`src/rtl/dmem_arbiter.sv`:
```
// Data-memory BRAM arbiter: CPU load/store path vs. UART program loader.
// Each access runs IDLE -> ACC -> DONE against a 1-cycle-latency BRAM.
module dmem_arbiter #(
  parameter int ADDR_W = 14
) (
  input  logic              clock,
  input  logic              reset,
  input  logic              cpu_mread,
  input  logic              cpu_mwrite,
  input  logic [31:0]       cpu_addr,
  input  logic [31:0]       cpu_wdata,
  output logic [31:0]       cpu_rdata,
  output logic              cpu_ack,
  output logic              cpu_stall,
  input  logic              upg_en,
  input  logic              upg_req,
  input  logic [ADDR_W-1:0] upg_addr,
  input  logic [31:0]       upg_wdata,
  output logic              upg_ack,
  output logic              ram_en,
  output logic              ram_we,
  output logic [ADDR_W-1:0] ram_addr,
  output logic [31:0]       ram_wdata,
  input  logic [31:0]       ram_rdata
);

  typedef enum logic [2:0] {
    IDLE,
    CPU_ACC,
    CPU_DONE,
    UPG_ACC,
    UPG_DONE
  } state_t;

  state_t      state;
  logic        last_upg;
  logic        lat_we;
  logic [31:0] rdata_q;

  logic cpu_io;
  logic cpu_req;
  logic grant_cpu;
  logic grant_upg;
  logic unused_addr;

  assign unused_addr = ^cpu_addr[1:0];

  // Top 1 KiB of the address space belongs to the IO decoder.
  assign cpu_io    = &cpu_addr[31:10];
  assign cpu_req   = (cpu_mread | cpu_mwrite) & ~cpu_io & ~upg_en;
  assign grant_cpu = cpu_req & (~upg_req | last_upg);
  assign grant_upg = upg_req & ~grant_cpu;

  assign cpu_stall = cpu_req & ~cpu_ack;
  assign cpu_rdata = (state == CPU_DONE && !lat_we) ? ram_rdata : rdata_q;

  always_ff @(posedge clock or posedge reset) begin
    if (reset) begin
      state     <= IDLE;
      last_upg  <= 1'b1;
      lat_we    <= 1'b0;
      rdata_q   <= '0;
      ram_en    <= 1'b0;
      ram_we    <= 1'b0;
      ram_addr  <= '0;
      ram_wdata <= '0;
      cpu_ack   <= 1'b0;
      upg_ack   <= 1'b0;
    end else begin
      unique case (state)
        IDLE: begin
          unique case (1'b1)
            grant_cpu: begin
              state     <= CPU_ACC;
              last_upg  <= 1'b0;
              lat_we    <= cpu_mwrite;
              ram_en    <= 1'b1;
              ram_we    <= cpu_mwrite;
              ram_addr  <= cpu_addr[ADDR_W+1:2];
              ram_wdata <= cpu_wdata;
            end
            grant_upg: begin
              state     <= UPG_ACC;
              last_upg  <= 1'b1;
              lat_we    <= 1'b1;
              ram_en    <= 1'b1;
              ram_we    <= 1'b1;
              ram_addr  <= upg_addr;
              ram_wdata <= upg_wdata;
            end
            default: state <= IDLE;
          endcase
        end
        CPU_ACC: begin
          state     <= CPU_DONE;
          ram_en    <= 1'b0;
          ram_we    <= 1'b0;
          ram_addr  <= '0;
          ram_wdata <= '0;
          cpu_ack   <= 1'b1;
        end
        CPU_DONE: begin
          state   <= IDLE;
          cpu_ack <= 1'b0;
          if (!lat_we) rdata_q <= ram_rdata;
        end
        UPG_ACC: begin
          state     <= UPG_DONE;
          ram_en    <= 1'b0;
          ram_we    <= 1'b0;
          ram_addr  <= '0;
          ram_wdata <= '0;
          upg_ack   <= 1'b1;
        end
        UPG_DONE: begin
          state   <= IDLE;
          upg_ack <= 1'b0;
        end
        default: state <= IDLE;
      endcase
    end
  end

endmodule
```
`config.mk`:
```
export PLATFORM = sky130hd
export DESIGN_NAME = dmem_arbiter
export DESIGN_NICKNAME = d
export VERILOG_FILES = /design/src/rtl/dmem_arbiter.sv
export SDC_FILE = /design/constraint.sdc
export NUM_CORES = 1
export LEC_CHECK = 0
export BUFFER_PORTS_ARGS = -buffer_cell sky130_fd_sc_hd__clkbuf_2
export CORE_UTILIZATION = 43
export DETAILED_ROUTE_END_ITERATION = 10
export GPL_TIMING_DRIVEN = 0
export HOLD_SLACK_MARGIN = 0.1
export PLACE_DENSITY = 0.8
export SYNTH_ARGS = -nofsm -noshare
export SYNTH_HDL_FRONTEND = slang
export SYNTH_SLANG_ARGS = --single-unit
```
`constraint.sdc`:
```
create_clock -name clock -period 3.3 [get_ports clock]
set_input_delay 0.165 -clock clock [delete_from_list [all_inputs] [get_ports clock]]
set_output_delay 0.165 -clock clock [all_outputs]
set_load 0.005 [all_outputs]
```
**Word-level counts from Yosys, hierarchy flattened**

Cells that the tools add are included.

- Register bits: 87
- Bits in latches: 0
- RAM bits: 0
- Bits in read-only memories: 0
- Memories kept: 0

- Add/subtract/negate cells: 0
- Multipliers: 0
- Divide/modulo/power cells: 0
- Order comparisons: 0
- Equal/unequal tests: 6
- Shift-type cells: 0
- Mux-type cells: 14
- Bitwise gates (word level): 13
- Reductions and logical operators: 14

Operators with widths:

| kind | count |
|---|---|
| 32-bit case mux with 2 select lines | 2 |
| 14-bit case mux with 2 select lines | 2 |
| 32-bit two-way mux | 1 |
| 22-bit AND reduction | 1 |
| 1-bit case mux with 2 select lines | 6 |
| 3-bit case mux with 3 select lines | 1 |
| 2-bit AND reduction | 4 |
| 2-bit nonzero test | 4 |
| 3-bit by 2-bit == test with 1-bit output (second input constant) | 2 |
| 1-bit NOT | 6 |
| 1-bit bitwise AND | 5 |
| 2-bit case mux with 2 select lines | 1 |
| 2-bit OR reduction | 2 |
| 3-bit by 1-bit == test with 1-bit output (second input constant) | 1 |
| 3-bit == test (second input constant) | 1 |
| 3-bit zero test | 1 |
| 3-bit inequality test (second input constant) | 1 |
| 2-bit inequality test (second input constant) | 1 |
| 1-bit OR | 2 |
| 1-bit logical AND | 1 |
| 1-bit zero test | 1 |
| 1-bit two-way mux | 1 |

**Longest topological paths before layout**

- Depth in word-level cells: 10
- Gate-level depth with buffers: 7
- Gate-level depth less buffers: 5

**Worst setup path after synthesis**

OpenSTA, ideal clock, no wires.

- Path kind: reg2out
- Start point: reg state[2]
- End point: out cpu_rdata[0]
- Arrival time: 1415 ps
- Setup slack: 1720 ps
- Cell stages (with the launch flop): 5
- Buffers on the path: 1
- Cells stage by stage: dfrtp_1 > nand2b_1 > nor3_2 > buf_2 > mux2_2

- Word-level cells in the longest chain between the ends: 3

RTL lines:

| item | line | RTL |
|---|---|---|
| from (decl) | 35 | `state_t state;` |
| from (signal assigned) | 59 | `state <= IDLE;` |
| from (signal assigned) | 74 | `state <= CPU_ACC;` |
| from (signal assigned) | 83 | `state <= UPG_ACC;` |
| 3-bit by 2-bit == test with 1-bit output | 55 | `assign cpu_rdata = (state == CPU_DONE && !lat_we) ? ram_rdata : rdata_q;` |
| 1-bit logical AND | 55 |  |
| 32-bit two-way mux | 55 |  |
| to (decl) | 12 | `output logic [31:0] cpu_rdata,` |

Every way passes these cells.

**Worst setup path in the final report**

- Start point: in cpu_addr[14]
- End point: reg ram_addr[3]

- Word-level cells in the longest chain between the ends: 9
- Elaborated cells on any way between the ends: 11

RTL lines:

| item | line | RTL |
|---|---|---|
| from (decl) | 10 | `input logic [31:0] cpu_addr,` |
| 22-bit AND reduction * | 49 | `assign cpu_io = &cpu_addr[31:10];` |
| 1-bit NOT * | 50 | `assign cpu_req = (cpu_mread \| cpu_mwrite) & ~cpu_io & ~upg_en;` |
| 1-bit bitwise AND * (2 in series) | 50 |  |
| 1-bit bitwise AND * | 51 | `assign grant_cpu = cpu_req & (~upg_req \| last_upg);` |
| 1-bit NOT | 52 | `assign grant_upg = upg_req & ~grant_cpu;` |
| 1-bit bitwise AND | 52 |  |
| 14-bit case mux with 2 select lines / 3-bit inequality test (equally long branches) | - |  |
| 14-bit case mux with 2 select lines / 2-bit AND reduction (equally long branches) | - |  |
| to (signal assigned) | 79 | `ram_addr <= cpu_addr[ADDR_W+1:2];` |
| to (signal assigned) | 88 | `ram_addr <= upg_addr;` |
| to (decl) | 22 | `output logic [ADDR_W-1:0] ram_addr,` |

Mark *: on every way between the ends. The rest lies on a longest branch, timed or not.
A chain may end at the register's enable or synchronous reset.

==> impl_metrics.csv <==
group,metric,value,unit
timing,rsz0062_at_grt,"no",
timing,finalSetupViolCount,0,
yosys,synthDistinctLibCells,32,
yosys,avgSynthCellArea,10.4,µm²
clocking,numCtsBuffers,9,
clocking,cts_resized,0,
yosys,ys_seq_area_frac,0.572,
cells_and_area,area_delta_synth_final,70.9,%
timing,hold_ws,120,ps
yosys,synth_fp_nets,514,
timing,fin_tns_setup,0,ps
critical_path,required,3540,ps
floorplan,start_util,0.454,
clocking,clock_latency,360,ps
yosys,synth.top_cell.area_share,0.565,
timing,clock_skew,16.6,ps
yosys,yosys-top-cells-count,"nand2_1 (90), dfrtp_1 (86), a21oi_1 (44)",
global_route,grt_pass1_vias,4653,
yosys,synth.most_common_cell,"nand2_1",
timing,relSlewSlack,0.530,
power_and_ir_drop,p_seq_frac,0.339,
cells_and_area,drive_gt1_frac,0.402,
placement,finalWeightedCongestion,0.741,
placement,dp_hpwl,9170,µm
power_and_ir_drop,pwr-share-comb,0.546,
critical_path,cp.arrival,3000,ps
clocking,cts.path.max_buffers,2,
power_and_ir_drop,leakage,3.24,nW
route,via_per_inst,5.31,
route,drt_iter0_drc,218,
clocking,cts_tree,"built",
yosys,synth-warning-count,0,
route,met1Wirelength,5350,µm
yosys,synth.area.top_cells,"dfrtp_1 (57%), nand2_1 (8.9%), mux2_2 (8.0%), a31oi_1 (7.1%), a21oi_1 (5.8%)",
timing,period_share,0.837,
clocking,h-tree-depth,3,
floorplan,coreArea,0.00838,mm²
global_route,grt-ovfl-total,0,
yosys,syn_inst,366,
power_and_ir_drop,pwr-share-clk,0.115,
route,vias,4455,
critical_path,endpoint_kind,"flop",
yosys,synth_top_cell_by_area,"dfrtp_1",
timing,fin_ws,540,ps
power_and_ir_drop,internal_power,3.59,mW
cells_and_area,fin_area,0.00650,mm²
route,highest_layer,"met4",
worst_hold_path,min_path_type,"in2reg",
timing,timing.fmax,0.362,GHz
floorplan,die_x,96.1,µm
outcome,status,"finished clean",
global_route,antenna_found_initial,0,
yosys,synthArstFlopShare,1.00,
placement,dpl_cell_area,0.00511,mm²
yosys,synth_area,0.00381,mm²
cells_and_area,regArea,0.00218,mm²
clocking,cts_root_buf,"clkbuf_8",
timing,hold_viol,0,
critical_path,cp_max_fo,10,
power_and_ir_drop,p_switching,2.15,mW
floorplan,fp.dieH,96.1,µm
clocking,clk_pin_slew,100,ps
critical_path,worstSetupStartpoint,"cpu_addr[14]",
route,ant_nets,0,
global_route,track_usage,0.330,
floorplan,ios,231,
global_route,grt_max_degree,58,
timing,drv_slew,0,
cells_and_area,multi_input_area,0.00148,mm²
route,wl,15000,µm
power_and_ir_drop,max-vdd-ir-drop,0.490,mV
yosys,synth-edff-count,0,
cells_and_area,fill_cells,534,
floorplan,row_count,33,
timing,worst_pin_slew,701,ps
route,dr_wl_met2,7920,µm
worst_hold_path,hold_start,"cpu_addr[13]",
power_and_ir_drop,p_sw_frac,0.374,
timing,period_minus_slack,2760,ps
power_and_ir_drop,power_density,883,mW/mm²
cells_and_area,nNetsFinal,876,
critical_path,r2r_start,"last_upg",
placement,dp_slack,1210,ps
route,drc,0,
global_route,grt_pass1_wl,22600,µm
clocking,cts_setup_buffers,0,
critical_path,critPathKind,"in2reg",
floorplan,dieArea,0.00923,mm²
power_and_ir_drop,p_total,5.74,mW
yosys,synth_seq_cells,87,
placement,io_buffers,228,
flow_run,cap_violations,0,
route,routedWlPerCell,17.9,µm
route,drt-pass1-iter-count,5,
yosys,dominantRegCellSynth,"dfrtp_1",
critical_path,start_kind,"primary input",
route,wl_met3,1270,µm
clocking,cts_sinks,87,
==> stage by stage <==
stage	cells	utilization
6_report	839	0.776
5_1_grt	838	0.776
4_1_cts	838	0.776
3_5_place_dp	700	0.609
3_3_place_gp	699	0.606
2_1_floorplan	366	-
==> flip-flops by register name (all words and copies together), names as in the netlist <==
name	flops
cpu_ack	1
upg_ack	1
ram_en	1
ram_addr	14
state	3
last_upg	1
lat_we	1
rdata_q	32
ram_we	1
ram_wdata	32
==> cell type report <==
| type | instances | share of cell area |
|---|---|---|
| inverters | 2 | 0.00154 |
| clock buffers | 10 | 0.0196 |
| repair buffers | 351 | 0.367 |
| plain buffers | 28 | 0.0214 |
| multi-input cells | 249 | 0.228 |
| well taps | 105 | 0.0202 |
| diodes | 1 | 0.000385 |
| clock inverters | 6 | 0.00692 |
| flip-flops and latches | 87 | 0.335 |
==> path summary, 6_finish.rpt <==
kind / endpoint / slack (ps) / cells after the start
worst max-delay path: ram_addr[3] / 540 / 9
worst min-delay path: ram_addr[11] / 120 / 2
worst max register to register: ram_addr[3] / 620 / 6
worst min register to register: ram_en / 500 / 1
max in group asynchronous: last_upg / 2260 / 4
min in group asynchronous: ram_addr[2] / 400 / 3
==> metal layers <==
metal,track usage,vias up
met5,0,-
met4,0.157,0
met3,0.0987,54
met2,0.606,258
met1,0.340,2127
li1,-,2016
==> repair_timing <==
| item | 4_1_cts | 5_1_grt |
|---|---|---|
| setup endpoints to repair | 0 | 0 |
| endpoints found under the hold margin | 110 | 0 |
| hold buffers | 122 | 0 |
==> power by group through the flow <==
stage          clock network (mW)  logic [mW]  registers (mW)
2_1_floorplan                   0        1.32            1.90
3_3_place_gp                    0        2.25            1.89
3_5_place_dp                    0        2.35            1.92
4_1_cts                     0.678        3.01            1.91
5_1_grt                     0.716        3.42            2.00
6_report                    0.662        3.13            1.94
==> kinds of logic (layout without fill, tap and decap cells) <==
| group | after synthesis | count (layout) | synth area share |
|---|---|---|---|
| AO/OA/AOI/OAI | 107 | 107 | 0.170 |
| buffers and inverters | 30 | 397 | 0.0385 |
| flip-flops | 87 | 87 | 0.572 |
| multiplexers | 32 | 32 | 0.0947 |
| other | 0 | 1 | 0 |
| AND/OR/NAND/NOR | 110 | 110 | 0.125 |
==> cell usage in the layout (no fill, tap or decap), drive strengths merged, types with 2 or more instances in the layout <==
cell type	instances
nand4	5
clkinv	2
inv	3
nand2	91
nand2b	3
nor3	3
dfrtp	86
a21boi	2
a21o	4
a31oi	43
clkbuf	249
o21ai	5
a21oi	44
nor2b	2
nor2	3
clkinvlp	3
dlygate4sd3	122
mux2	32
buf	18
o221a	4
==> critical path, stage by stage <==
cell	delay, ps
dlygate4sd3_1	540
clkbuf_2	140
nand4_1	120
nor4_2	480
a31oi_1	370
clkbuf_1	330
nand2_1	160
a31oi_1	110
dlygate4sd3_1	580
No activity file was read; power rests on OpenSTA's default activity.
